## src/rtl/seq_pattern_tx.sv

```systemverilog
// seq_pattern_tx: serial pattern transmitter.
// Accepts a pattern, a repeat count and an inter-frame gap through a
// valid/ready handshake. It sends the pattern MSB-first, one bit per clock,
// on x_out qualified by x_valid.
// Optional build macro SEQ_TX_ABORT_EN adds an abort input and an aborted
// pulse output that cancel a burst in flight.
module seq_pattern_tx #(
  parameter int PAT_W = 4,
  parameter int CNT_W = 8,
  parameter int GAP_W = 4
) (
  input  logic             clk,
  input  logic             rst,
  input  logic             start_valid,
  output logic             start_ready,
  input  logic [PAT_W-1:0] pattern,
  input  logic [CNT_W-1:0] repeat_cnt,
  input  logic [GAP_W-1:0] gap,
  output logic             x_out,
  output logic             x_valid,
  output logic             frame_start,
  output logic             busy,
  output logic             done
`ifdef SEQ_TX_ABORT_EN
  ,
  input  logic             abort,
  output logic             aborted
`endif
);

  localparam int IDX_W = (PAT_W > 1) ? $clog2(PAT_W) : 1;
  localparam logic [IDX_W-1:0] IDX_MSB = IDX_W'(PAT_W - 1);

  typedef enum logic [1:0] {IDLE, SEND, GAP, DONE} state_t;

  state_t           state_q, state_nxt;
  logic [PAT_W-1:0] pat_q, pat_nxt;
  logic [CNT_W-1:0] reps_q, reps_nxt;
  logic [GAP_W-1:0] gap_q, gap_nxt;
  logic [GAP_W-1:0] gcnt_q, gcnt_nxt;
  logic [IDX_W-1:0] idx_q, idx_nxt;
  logic             abort_hit;

  // Next-state and next-counter logic. Outputs are registered from the next
  // state so that every output describes the state the block is in this cycle.
  always_comb begin
    state_nxt = state_q;
    pat_nxt   = pat_q;
    reps_nxt  = reps_q;
    gap_nxt   = gap_q;
    gcnt_nxt  = gcnt_q;
    idx_nxt   = idx_q;
    abort_hit = 1'b0;

    case (state_q)
      IDLE: begin
        if (start_valid) begin
          pat_nxt   = pattern;
          reps_nxt  = repeat_cnt;
          gap_nxt   = gap;
          gcnt_nxt  = '0;
          idx_nxt   = IDX_MSB;
          state_nxt = (repeat_cnt == '0) ? DONE : SEND;
        end
      end
      SEND: begin
        if (idx_q != '0) begin
          idx_nxt = idx_q - IDX_W'(1);
        end else begin
          reps_nxt = reps_q - CNT_W'(1);
          if (reps_q == CNT_W'(1)) begin
            state_nxt = DONE;
          end else if (gap_q == '0) begin
            // Back-to-back frames: restart at the MSB with no bubble.
            idx_nxt = IDX_MSB;
          end else begin
            gcnt_nxt  = gap_q;
            state_nxt = GAP;
          end
        end
      end
      GAP: begin
        if (gcnt_q == GAP_W'(1)) begin
          gcnt_nxt  = '0;
          idx_nxt   = IDX_MSB;
          state_nxt = SEND;
        end else begin
          gcnt_nxt = gcnt_q - GAP_W'(1);
        end
      end
      DONE: begin
        state_nxt = IDLE;
      end
      default: begin
        state_nxt = IDLE;
      end
    endcase

`ifdef SEQ_TX_ABORT_EN
    // Abort only cancels live traffic; IDLE and DONE ignore it.
    if (abort && (state_q == SEND || state_q == GAP)) begin
      abort_hit = 1'b1;
      state_nxt = IDLE;
      reps_nxt  = '0;
      gcnt_nxt  = '0;
      idx_nxt   = IDX_MSB;
    end
`endif
  end

  // State, captured burst parameters and counters.
  always_ff @(posedge clk or posedge rst) begin
    if (rst) begin
      state_q <= IDLE;
      pat_q   <= '0;
      reps_q  <= '0;
      gap_q   <= '0;
      gcnt_q  <= '0;
      idx_q   <= IDX_MSB;
    end else begin
      state_q <= state_nxt;
      pat_q   <= pat_nxt;
      reps_q  <= reps_nxt;
      gap_q   <= gap_nxt;
      gcnt_q  <= gcnt_nxt;
      idx_q   <= idx_nxt;
    end
  end

  // Registered outputs, decoded from the state being entered.
  always_ff @(posedge clk or posedge rst) begin
    if (rst) begin
      start_ready <= 1'b1;
      x_out       <= 1'b0;
      x_valid     <= 1'b0;
      frame_start <= 1'b0;
      busy        <= 1'b0;
      done        <= 1'b0;
    end else begin
      start_ready <= (state_nxt == IDLE);
      x_valid     <= (state_nxt == SEND);
      x_out       <= (state_nxt == SEND) ? pat_nxt[idx_nxt] : 1'b0;
      frame_start <= (state_nxt == SEND) && (idx_nxt == IDX_MSB);
      busy        <= (state_nxt != IDLE);
      done        <= (state_nxt == DONE);
    end
  end

  // Unused when the abort port is not present.
  logic abort_unused;
  assign abort_unused = abort_hit;

`ifdef SEQ_TX_ABORT_EN
  // One-cycle pulse acknowledging a cancelled burst.
  always_ff @(posedge clk or posedge rst) begin
    if (rst) begin
      aborted <= 1'b0;
    end else begin
      aborted <= abort_hit;
    end
  end
`endif

endmodule

```

## config.mk

```make
export PLATFORM = sky130hd
export DESIGN_NAME = seq_pattern_tx
export DESIGN_NICKNAME = d
export VERILOG_FILES = /design/src/rtl/seq_pattern_tx.sv
export SDC_FILE = /design/constraint.sdc
export NUM_CORES = 1
export LEC_CHECK = 0
export ABC_AREA = 1
export CAP_MARGIN = 20
export CORE_ASPECT_RATIO = 0.8
export CORE_MARGIN = 2
export CORE_UTILIZATION = 54
export CTS_CLUSTER_SIZE = 8
export DETAILED_ROUTE_END_ITERATION = 10
export GPL_TIMING_DRIVEN = 0
export PLACE_DENSITY = 0.9
export SLEW_MARGIN = 20
export SYNTH_ARGS = -nofsm -noshare
export SYNTH_HDL_FRONTEND = slang
export SYNTH_SLANG_ARGS = --single-unit
export TNS_END_PERCENT = 5
```

## constraint.sdc

```tcl
create_clock -name clk -period 2.27 [get_ports clk]
set_input_delay 0.227 -clock clk [delete_from_list [all_inputs] [get_ports clk]]
set_output_delay 0.227 -clock clk [all_outputs]
set_load 0.01 [all_outputs]
```

# == Word-level counts from Yosys, hierarchy flattened ==
# Cells that the tools add are included.
# classes
addsub,3
n_mul,0
div,0
n_lt_le_gt_ge,1
n_eq_ne,12
n_shift,0
mux,27
n_bitwise,0
n_reduce_logical,12
# ops
cell,count
$mux 4,7
$mux 2,11
$mux 8,2
$pmux 8 s2,1
$pmux 4 s3,1
$eq 2x2->1 const B,4
$eq 8x1->1 const B,1
$logic_not 8->1,1
$ne 2x2->1 const B,4
$pmux 2 s4,1
$sub 8x1->8 const B,1
$pmux 2 s3,1
$reduce_bool 2->1,3
$reduce_and 5->1,1
$eq 2x1->1 const B,2
$eq 4x1->1 const B,1
$logic_not 2->1,2
$logic_not 4->1,1
$sub 4x1->4 const B,1
$lt 2x3->1 const B,1
$reduce_and 3->1,1
$reduce_bool 3->1,1
$bmux 1 s2,1
$mux 1,2
other kinds (3),3
# word_totals
regBits,30
latchBits,0
mem_bits_rw,0
mem_bits_ro,0
out_inout_bits,6
mem_count,0

# == Logic depth before layout (Yosys ltp) ==
# Gate-level depths: netlist (run 1).
# depth
word_depth,8
depth_mapped,12
ltp_nobuf,12

# == Least setup slack after synthesis (run 1) ==
# OpenSTA, ideal clock, no wires.
# synth_timing
path_kind,reg-to-reg
start,register state_q[0]
end,register x_out
setup_time_ns,0.117
arrival_time_ns,1.491
required_time_ns,2.153
path_slack_ns,0.663
path_stages_with_launch,10
cell_sequence,dfrtp_1 inv_1 ha_1 nand2_2 buf_6 mux2_4 nand3_2 nand3_1 nand2_1 nor2_1
# synth_between
word_cells_on_any_way,16
# synth_rtl
item,line,rtl
"start, declared",36,"state_t state_q, state_nxt;"
"start signal, assigned",121,state_q <= state_nxt;
$logic_not 2->1,55,case (state_q)
$mux 4,55,
net pat_nxt[1],37,"logic [PAT_W-1:0] pat_q, pat_nxt;"
$bmux 1 s2,142,x_out <= (state_nxt == SEND) ? pat_nxt[idx_nxt] : 1'b0;
$mux 1 (implied by the code),142,
$mux 1,142,
"end signal, assigned",142,
"end, declared",19,"output logic x_out,"
# The timed path passes the listed nets, and every way through them passes these cells. The select of a mux whose other input is x is not followed.
# A chain may end at the register's enable or synchronous reset.

# == Worst setup path in the final report (run 1) ==
# layout_timing
start,register state_q[0]
end,register frame_start
# layout_between
word_cells_on_any_way,14
# layout_rtl
item,line,rtl
$eq 2x2->1 (tied with other cells),55,
$pmux 2 s4 (*),55,
net state_nxt[1],36,
$eq 2x1->1 (*),143,frame_start <= (state_nxt == SEND) && (idx_nxt == IDX_MSB);
$logic_and 1x1->1 (*),143,
"end signal, assigned",143,
"end, declared",21,"output logic frame_start,"
# Mark *: on every way through the listed nets, which the timed path passes. The rest lies on a longest branch.

==> reports/summary.txt, run 1 <==
Setup crit end kind: flip-flop
Leak: 1.05 nW
Vias in the first global route: 1,421
Die height: 55.2 um
Routed len/inst: 12.9 um
Crit path launch type: flip-flop
TNS Setup: 0 ns
Largest net degree at the start of global routing: 31
First-pass GRT wire length: 6210 um
Detail Route Antenna Nets: 0
Nets: 272
Slew Limit Fails: 0
Vias per cell: 5.14
Met1 wire length: 1760 um
WHS: 0.337 ns
Die W: 68.0 um
Initial antenna violation count: 0
Routed length on met2: 1680 um
Total power draw: 0.989 mW
Reg-to-Reg Start: state_q[0]
Standard-cell rows: 18
Critical Path Source: state_q[0]
Worst r2r dst: frame_start
Final Skew: 0.00723 ns
Most frequent cells in the layout: nand2_1 (35), inv_1 (28), dfrtp_1 (27), clkdlybuf4s50_1 (24), o21ai_0 (22)
Fin cells: 286
Worst r2r path cells: 10
DRT Pass-1 Iters: 4
CTS resizes: 0
Later-pin clock latency in the skew report: 0.29 ns
Mapped Area: 0.00177 mm2
Post-synth top area cell: dfrtp_1
CTS tree: done
Clock Sinks: 30
Share of the synthesized area in the top cell type: 38.1%
Hold WC Path Type: in -> async
Port buffer count: 24
CP Data Arrival Time: 2.04 ns
Die ar.: 0.00376 mm2
Core Area: 0.00311 mm2
Syn_nets: 241
Io pins: 25
Met3 WL post-DR: 177 um
Postcts setup bufs: 0
Pwr/cell area: 462 mW/mm2
Synth warn: 0
CP max FO: 10
Max-Cap Viols: 0
Worst slack, placed: 0.463 ns
Gr usage total: 22.0%
Grt ovf: 0
Commonest non-fill, non-tap cell in the layout: nand2_1
Share of cells above drive strength 1: 14.6%
Reg2Reg Setup Slack: 0.44 ns
Area after DPL: 0.00206 mm2
CTS clk-pin slew, worst paths: 0.06 ns
FMAX: 546 MHz
Final period utilization: 80.8%
Final min period: 1.83 ns
Area Overhead vs Synth: 20.9%
Syn_area_per_cell: 8.28 um2
DRC viols: 0
Antenna diodes: 0
Status: completed
Least-Margin Pin Slew: 0.610 ns
RSZ-0062 raised after global routing: false
Dpl hpwl: 2800 um
# H-tree levels: 2
VDD IR max: 335 uV
Min setup slack post-route: 0.437 ns
Cells after Synth: 214
Via count: 1,469
Initial drt markers: 96
Seq/Total Area, Yosys: 42.6%
Area of the multi-input gates: 860 um2
Hold Fails Final Rpt: 0
Worst EP required: 2.48 ns
Yosys cell types: 28
CTS hold repair buffers: 0
Relative slew slack: 59.3%
Setup-failing EPs final: 0
End point of the critical path: frame_start
Fillers: 256
Inst Count DP: 278
Seq. cell area: 754 um2
Top Metal Used: met4
Final Core Density: 68.9%
Synth Register Bits: 30
Starting density of the core: 57.0%
CTS Buf Count: 5
Final RePlAce weighted congestion: 0.824
Most area-consuming cells after synthesis: dfrtp_1 (38%), nand2_1 (7.4%), o21ai_0 (6.2%)
WL final: 3680 um
WS Path Type: reg -> reg
Design area: 0.00214 mm2
CTS max path bufs: 2
Root buf cell: clkbuf_8
-- critical path: stages, from the launching register on --
cell     delay, ns
dfrtp_1       0.47
inv_1         0.11
ha_1          0.29
nand2_2       0.12
buf_6         0.15
nor2_1        0.06
a21oi_1       0.16
nand2_2       0.10
nor2_4        0.14
nand2_1       0.06
nor2_1        0.08
-- layer usage --
metal | vias to the layer above | track usage [%]
met1 | 672 | 30.3
met4 | 0 | 9.43
met2 | 38 | 32.7
li1 | 751 | -
met3 | 8 | 5.30
met5 | - | 0
-- logic make-up after synthesis --
family / count (synthesis) / share of synthesized area, %
multiplexers: 6 / 4.45
AO/OA/AOI/OAI: 42 / 13.0
buffers and inverters: 38 / 8.90
adder cells (fa/ha/maj): 8 / 5.65
AND/OR/NAND/NOR: 84 / 22.5
flip-flops: 30 / 42.6
XOR/XNOR: 6 / 2.97
-- how the worst min path moves through the flow --
stage              from   endpoint  slack [ns]  cells past startpoint
2_1_floorplan       rst       busy        0.32                      1
3_3_place_gp   pat_q[0]   pat_q[0]        0.48                      1
3_5_place_dp   pat_q[0]   pat_q[0]        0.48                      1
4_1_cts             rst  reps_q[7]        0.36                      2
5_1_grt             rst  reps_q[7]        0.39                      2
6_report            rst  reps_q[6]        0.34                      2
-- state kept, by name, indices dropped and copies added, names as in the netlist --
signal,count
done,1
pat_q,4
gcnt_q,4
idx_q,2
x_out,1
start_ready,1
x_valid,1
busy,1
state_q,2
gap_q,4
frame_start,1
reps_q,8
-- power breakdown --
part / internal (mW) / switching (mW)
Clock: 0.217 / 0.189
Sequential: 0.535 / 0
Combinational: 0.0287 / 0.0193
Total: 0.781 / 0.208
-- synth_stat cells (all sizes together) --
| cell type | number |
|---|---|
| mux2 | 6 |
| nand2 | 41 |
| clkbuf | 2 |
| o21ai | 26 |
| nor2 | 24 |
| nand3 | 15 |
| o22ai | 2 |
| dfstp | 3 |
| dfrtp | 27 |
| ha | 8 |
| a21oi | 10 |
| xnor2 | 3 |
| inv | 34 |
| o211ai | 4 |
| xor2 | 3 |
| nor3 | 1 |
| nand4 | 1 |
| buf | 2 |
| nor4 | 2 |
-- cell type report --
cell class	instances	area share, %
clock buffer	8	3.74
timing repair buffer	24	11.2
buffer	4	1.40
inverter	34	5.96
multi-input combinational	146	40.1
sequential	30	35.2
tap	40	2.34
Note: power is estimated with default switching activity, not from simulation.
==> run 2: changes to the inputs <==
==> constraint.sdc (replaced) <==
create_clock -name clk -period 1.7 [get_ports clk]
set_input_delay 0.17 -clock clk [delete_from_list [all_inputs] [get_ports clk]]
set_output_delay 0.17 -clock clk [all_outputs]
set_load 0.01 [all_outputs]
==> run 2 against run 1 <==
Effect of this change: the flow now finishes with violations (negative setup slack); worst hold slack got worse by 0.051 ns; sequential power rose by 33%; final area rose by 7.2%; non-clock buffer count rose by 10; flip-flop and latch count did not move; sequential share of layout area fell by 2.3 points; wire length rose by 16%; critical path type unchanged; highest routed layer unchanged.
==> reports/summary.txt, run 2 (same netlist as run 1, synthesis figures left out) <==
FMAX: 564 MHz (+3.3%)
Hold WC Path Type: in -> async
WHS: 0.287 ns (-0.0505 ns)
Worst r2r dst: frame_start
Most frequent cells in the layout: nand2_1 (31), dfrtp_1 (26), inv_1 (24), clkdlybuf4s50_1 (24), o21ai_0 (22)
Routed len/inst: 14.4 um (+12%)
CP Data Arrival Time: 1.98 ns (-0.06 ns)
WL final: 4260 um (+16%)
Total power draw: 1.33 mW (+35%)
CP delay by family, top: simple AND/OR/NAND/NOR gates
Final period utilization: 104% (+24 points)
VDD IR max: 437 uV (+30%)
CTS max path bufs: 2 (unchanged)
Number of flip-flops in the largest register: 8 (unchanged)
Vias per cell: 5.40 (+5.1%)
Largest register by flop count: reps_q
Hold Fails Final Rpt: 0 (unchanged)
Setup crit end kind: flip-flop
Starting density of the core: 57.0% (unchanged)
Later-pin clock latency in the skew report: 0.29 ns (about the same)
Die ar.: 0.00376 mm2 (unchanged)
Vias in the first global route: 1,417 (-0.28%)
CP max FO: 6 (-4)
Via count: 1,598 (+8.8%)
Leak: 1.12 nW (+6.3%)
Core Area: 0.00311 mm2 (unchanged)
CTS Buf Count: 5 (unchanged)
Antenna diodes: 0 (unchanged)
Worst EP required: 1.90 ns (-0.58 ns)
Crit path launch type: flip-flop
Io pins: 25 (unchanged)
Min setup slack post-route: -0.0739 ns (-0.511 ns)
WS Path Type: reg -> reg
Reg2Reg Setup Slack: -0.07 ns (-0.51 ns)
Failing checks: negative setup slack
Nets: 282 (+3.7%)
Root buf cell: clkbuf_8
Largest net degree at the start of global routing: 31 (unchanged)
Worst path slowest cell: dfrtp_1
CTS tree: done
DRT Pass-1 Iters: 4 (unchanged)
Commonest non-fill, non-tap cell in the layout: nand2_1
Final Skew: 0.00679 ns (-0.000439 ns)
Final min period: 1.77 ns (-0.0592 ns)
Reg-to-Reg Start: state_q[1]
Gr usage total: 22.1% (+0.042 points)
Die W: 68.0 um (unchanged)
Final RePlAce weighted congestion: 0.824 (unchanged)
Clock Sinks: 30 (unchanged)
Slew Limit Fails: 0 (unchanged)
Fin cells: 296 (+3.5%)
# H-tree levels: 2 (unchanged)
Share of cells above drive strength 1: 26.2% (+12 points)
Relative slew slack: 58.7% (-0.53 points)
Pwr/cell area: 580 mW/mm2 (+26%)
Grt ovf: 0 (unchanged)
CTS clk-pin slew, worst paths: 0.06 ns (about the same)
Initial antenna violation count: 0 (unchanged)
Peak per-stage delay on the critical path: 0.43 ns (-0.04 ns)
Status: complete, but fails checks
DRC viols: 0 (unchanged)
Worst slack, placed: -0.107 ns (-0.570 ns)
Standard-cell rows: 18 (unchanged)
Detail Route Antenna Nets: 0 (unchanged)
Max-Cap Viols: 0 (unchanged)
Area Overhead vs Synth: 29.6%
Port buffer count: 24 (unchanged)
Worst r2r path cells: 11 (+1)
First-pass GRT wire length: 6210 um (unchanged)
Initial drt markers: 131 (+36%)
Setup-failing EPs final: 4 (+4)
Least-Margin Pin Slew: 0.618 ns (+0.00801 ns)
Inst Count DP: 278 (unchanged)
Die height: 55.2 um (unchanged)
RSZ-0062 raised after global routing: true
Worst path cell trace: inv_2 -> ha_4 -> inv_2 -> nor2_4 -> inv_1 -> nor2_1 -> a21oi_2 -> nand2_2 -> nor2_4 -> nand2_1 -> nor2_1
WP buf/inv: 3 (+1)
Dpl hpwl: 2800 um (unchanged)
[run 2: cell type report]
cell class | count | area [um2]
fillers | 219 | 812
well taps | 40 | 50.0
flip-flops and latches | 30 | 756
repair buffers | 34 | 315
multi-input cells | 146 | 931
inverters | 34 | 128
clock buffers | 8 | 80.1
plain buffers | 4 | 36.3
[run 2: worst max-delay path by stage]
stage / from / end / slack [ns] / cells after the start
floorplan: state_q[0] / x_out / 0.09 / 9
global placement: state_q[0] / x_out / -0.06 / 10
detailed placement: state_q[0] / frame_start / -0.11 / 10
CTS: state_q[0] / x_out / -0.008 / 9
global route: state_q[1] / frame_start / -0.1 / 11
finish: state_q[1] / frame_start / -0.07 / 11
[run 2: timing repair]
action                     4_1_cts  5_1_grt
gates resized for setup          5       21
hold buffers                     0        0
setup buffers                    0       10
pin swaps                        0        8
setup endpoints to repair       17       16
[run 2: layer usage]
layer	track usage [%]	wire length, um	part of all wire [%]
met1	30.9	1930	45
met4	8.86	38	0.89
met3	5.09	224	5.3
met5	0	0	0
met2	32.7	2070	49
[run 2: stage by stage]
stage / setup TNS (ns) / util, % / instance area, um2
floorplan: 0 / - / 1770
global placement: -0.223 / 66.3 / 2060
detailed placement: -0.657 / 66.3 / 2060
CTS: -0.0124 / 69.1 / 2150
global route: -0.559 / 73.9 / 2300
finish: -0.222 / 73.9 / 2300
[run 2: power breakdown]
group,total [mW],leakage (nW),internal [mW],switching (mW)
logic,0.0660,0.737,0.0384,0.0276
registers,0.714,0.339,0.714,0
clock network,0.551,0.0395,0.290,0.261
==> run 3: changes to the inputs <==
--- a/config.mk
+++ b/config.mk
@@ -8,7 +8,7 @@
 export ABC_AREA = 1
 export CAP_MARGIN = 20
 export CORE_ASPECT_RATIO = 0.8
-export CORE_MARGIN = 2
+export CORE_MARGIN = 1.5
 export CORE_UTILIZATION = 54
 export CTS_CLUSTER_SIZE = 8
 export DETAILED_ROUTE_END_ITERATION = 10
==> run 3 against run 2 <==
Effect of this change: the flow now finishes without violations; setup slack improved by 0.094 ns; critical endpoint is now x_out; final cell count is 1.4% lower; power rose by 3.5%; first-iteration DRC count rose by 27%; non-clock buffer count fell by 4.
==> reports/summary.txt, run 3 (same netlist as run 1, synthesis figures left out) <==
Slew Limit Fails: 0 (unchanged)
Final RePlAce weighted congestion: 0.840 (+2.0%)
Standard-cell rows: 18 (unchanged)
Pwr/cell area: 610 mW/mm2 (+5.1%)
Via count: 1,553 (-2.8%)
Initial drt markers: 166 (+27%)
Largest register by flop count: reps_q
First-pass GRT wire length: 6440 um (+3.7%)
Dpl hpwl: 2840 um (+1.5%)
Final Skew: 0.00571 ns (-0.00108 ns)
Gr usage total: 24.6% (+2.6 points)
Final min period: 1.68 ns (-0.0940 ns)
Hold WC Path Type: in -> async
Setup crit end kind: flip-flop
Die W: 67.0 um (-1.5%)
Number of flip-flops in the largest register: 8 (unchanged)
VDD IR max: 548 uV (+25%)
WL final: 4160 um (-2.3%)
Crit path launch type: flip-flop
Root buf cell: clkbuf_8
Area Overhead vs Synth: 27.5%
DRC viols: 0 (unchanged)
CP Data Arrival Time: 1.86 ns (-0.12 ns)
Vias per cell: 5.32 (-1.5%)
Area of the multi-input gates: 908 um2 (-2.4%)
Worst slack, placed: -0.110 ns (-0.00248 ns)
Vias in the first global route: 1,507 (+6.4%)
CTS Buf Count: 5 (unchanged)
Routed len/inst: 14.3 um (-0.99%)
Die height: 54.2 um (-1.8%)
Port buffer count: 24 (unchanged)
Largest net degree at the start of global routing: 17 (-45%)
CTS clk-pin slew, worst paths: 0.06 ns (about the same)
Status: completed
CTS tree: done
Seq. cell area: 757 um2 (+0.17%)
Hold Fails Final Rpt: 0 (unchanged)
WS Path Type: reg -> reg
Worst EP required: 1.88 ns (-0.02 ns)
Later-pin clock latency in the skew report: 0.29 ns (about the same)
WHS: 0.260 ns (-0.0265 ns)
Io pins: 25 (unchanged)
Commonest non-fill, non-tap cell in the layout: nand2_1
Most frequent cells in the layout: nand2_1 (33), dfrtp_1 (25), inv_1 (24), clkdlybuf4s50_1 (24), o21ai_0 (20)
Total power draw: 1.38 mW (+3.5%)
Grt ovf: 0 (unchanged)
Fin cells: 292 (-1.4%)
Final period utilization: 98.8% (-5.5 points)
Core Area: 0.00311 mm2 (unchanged)
FMAX: 595 MHz (+5.6%)
# H-tree levels: 2 (unchanged)
Leak: 1.09 nW (-1.9%)
Setup-failing EPs final: 0 (-4)
Least-Margin Pin Slew: 0.632 ns (+0.0136 ns)
CP max FO: 5 (-1)
Relative slew slack: 57.8% (-0.89 points)
Detail Route Antenna Nets: 0 (unchanged)
Final Core Density: 72.7% (-1.2 points)
Starting density of the core: 57.0% (unchanged)
Design area: 0.00226 mm2 (-1.6%)
Antenna diodes: 0 (unchanged)
DRT Pass-1 Iters: 4 (unchanged)
Area after DPL: 0.00208 mm2 (+0.73%)
Fillers: 240 (+9.6%)
CTS max path bufs: 2 (unchanged)
Inst Count DP: 279 (+0.36%)
Initial antenna violation count: 0 (unchanged)
RSZ-0062 raised after global routing: true
Nets: 278 (-1.4%)
Clock Sinks: 30 (unchanged)
Min setup slack post-route: 0.0201 ns (+0.0940 ns)
Share of cells above drive strength 1: 23.4% (-2.8 points)
TNS Setup: 0 ns (+0.222 ns)
Max-Cap Viols: 0 (unchanged)
Die ar.: 0.00364 mm2 (-3.3%)
run 3: cell types whose count changed in the layout (fill, tap and decap cells not counted), sizes merged:
cell and delta:
clkinv +1, buf -4, clkbuf -1
run 3: layer usage:
metal / part of all wire (%) / track usage [%]
met5: 0 / 0
met4: 1.5 / 11.6
met3: 7.0 / 8.85
met2: 47 / 38.9
met1: 45 / 30.4
run 3: path summary, 6_finish.rpt:
path,startpoint,cells past startpoint,slack [ns],to
worst max-delay path,state_q[0],11,0.02,x_out
worst min-delay path,rst,2,0.26,reps_q[7]
worst max register to register,state_q[0],11,0.02,x_out
worst min register to register,pat_q[2],1,0.50,pat_q[2]
max in group asynchronous,rst,3,0.83,idx_q[1]
min in group clk,gap[0],3,0.46,gap_q[0]
run 3: cell type report:
type                       instances  share of cell area, %
clock buffer                       7                   3.82
timing repair buffer              30                   12.8
multi-input combinational        146                   40.2
inverter                          34                   5.76
buffer                             4                   1.44
tap                               40                   2.21
sequential                        30                   33.5
clock inverter                     1                  0.221
run 3: report_power, final:
group	internal [mW]	switching, mW
Sequential	0.715	0
Clock	0.326	0.267
Combinational	0.0415	0.0284
run 3: repair_timing:
item	4_1_cts	5_1_grt
resized for setup	7	17
buffers inserted	0	4
endpoints found under the setup margin	15	17
hold buffers	0	0
cloned	0	1
pin swaps	0	3
run 3: worst max-delay path: stages (launching register included):
cell	delay [ns]
dfrtp_2	0.46
inv_2	0.10
ha_2	0.22
nor2_1	0.07
o21ai_0	0.21
nor2_1	0.09
nand2_2	0.11
nand2_2	0.08
nand2_1	0.06
nand2_1	0.04
nor2_1	0.08
nor2_1	0.05
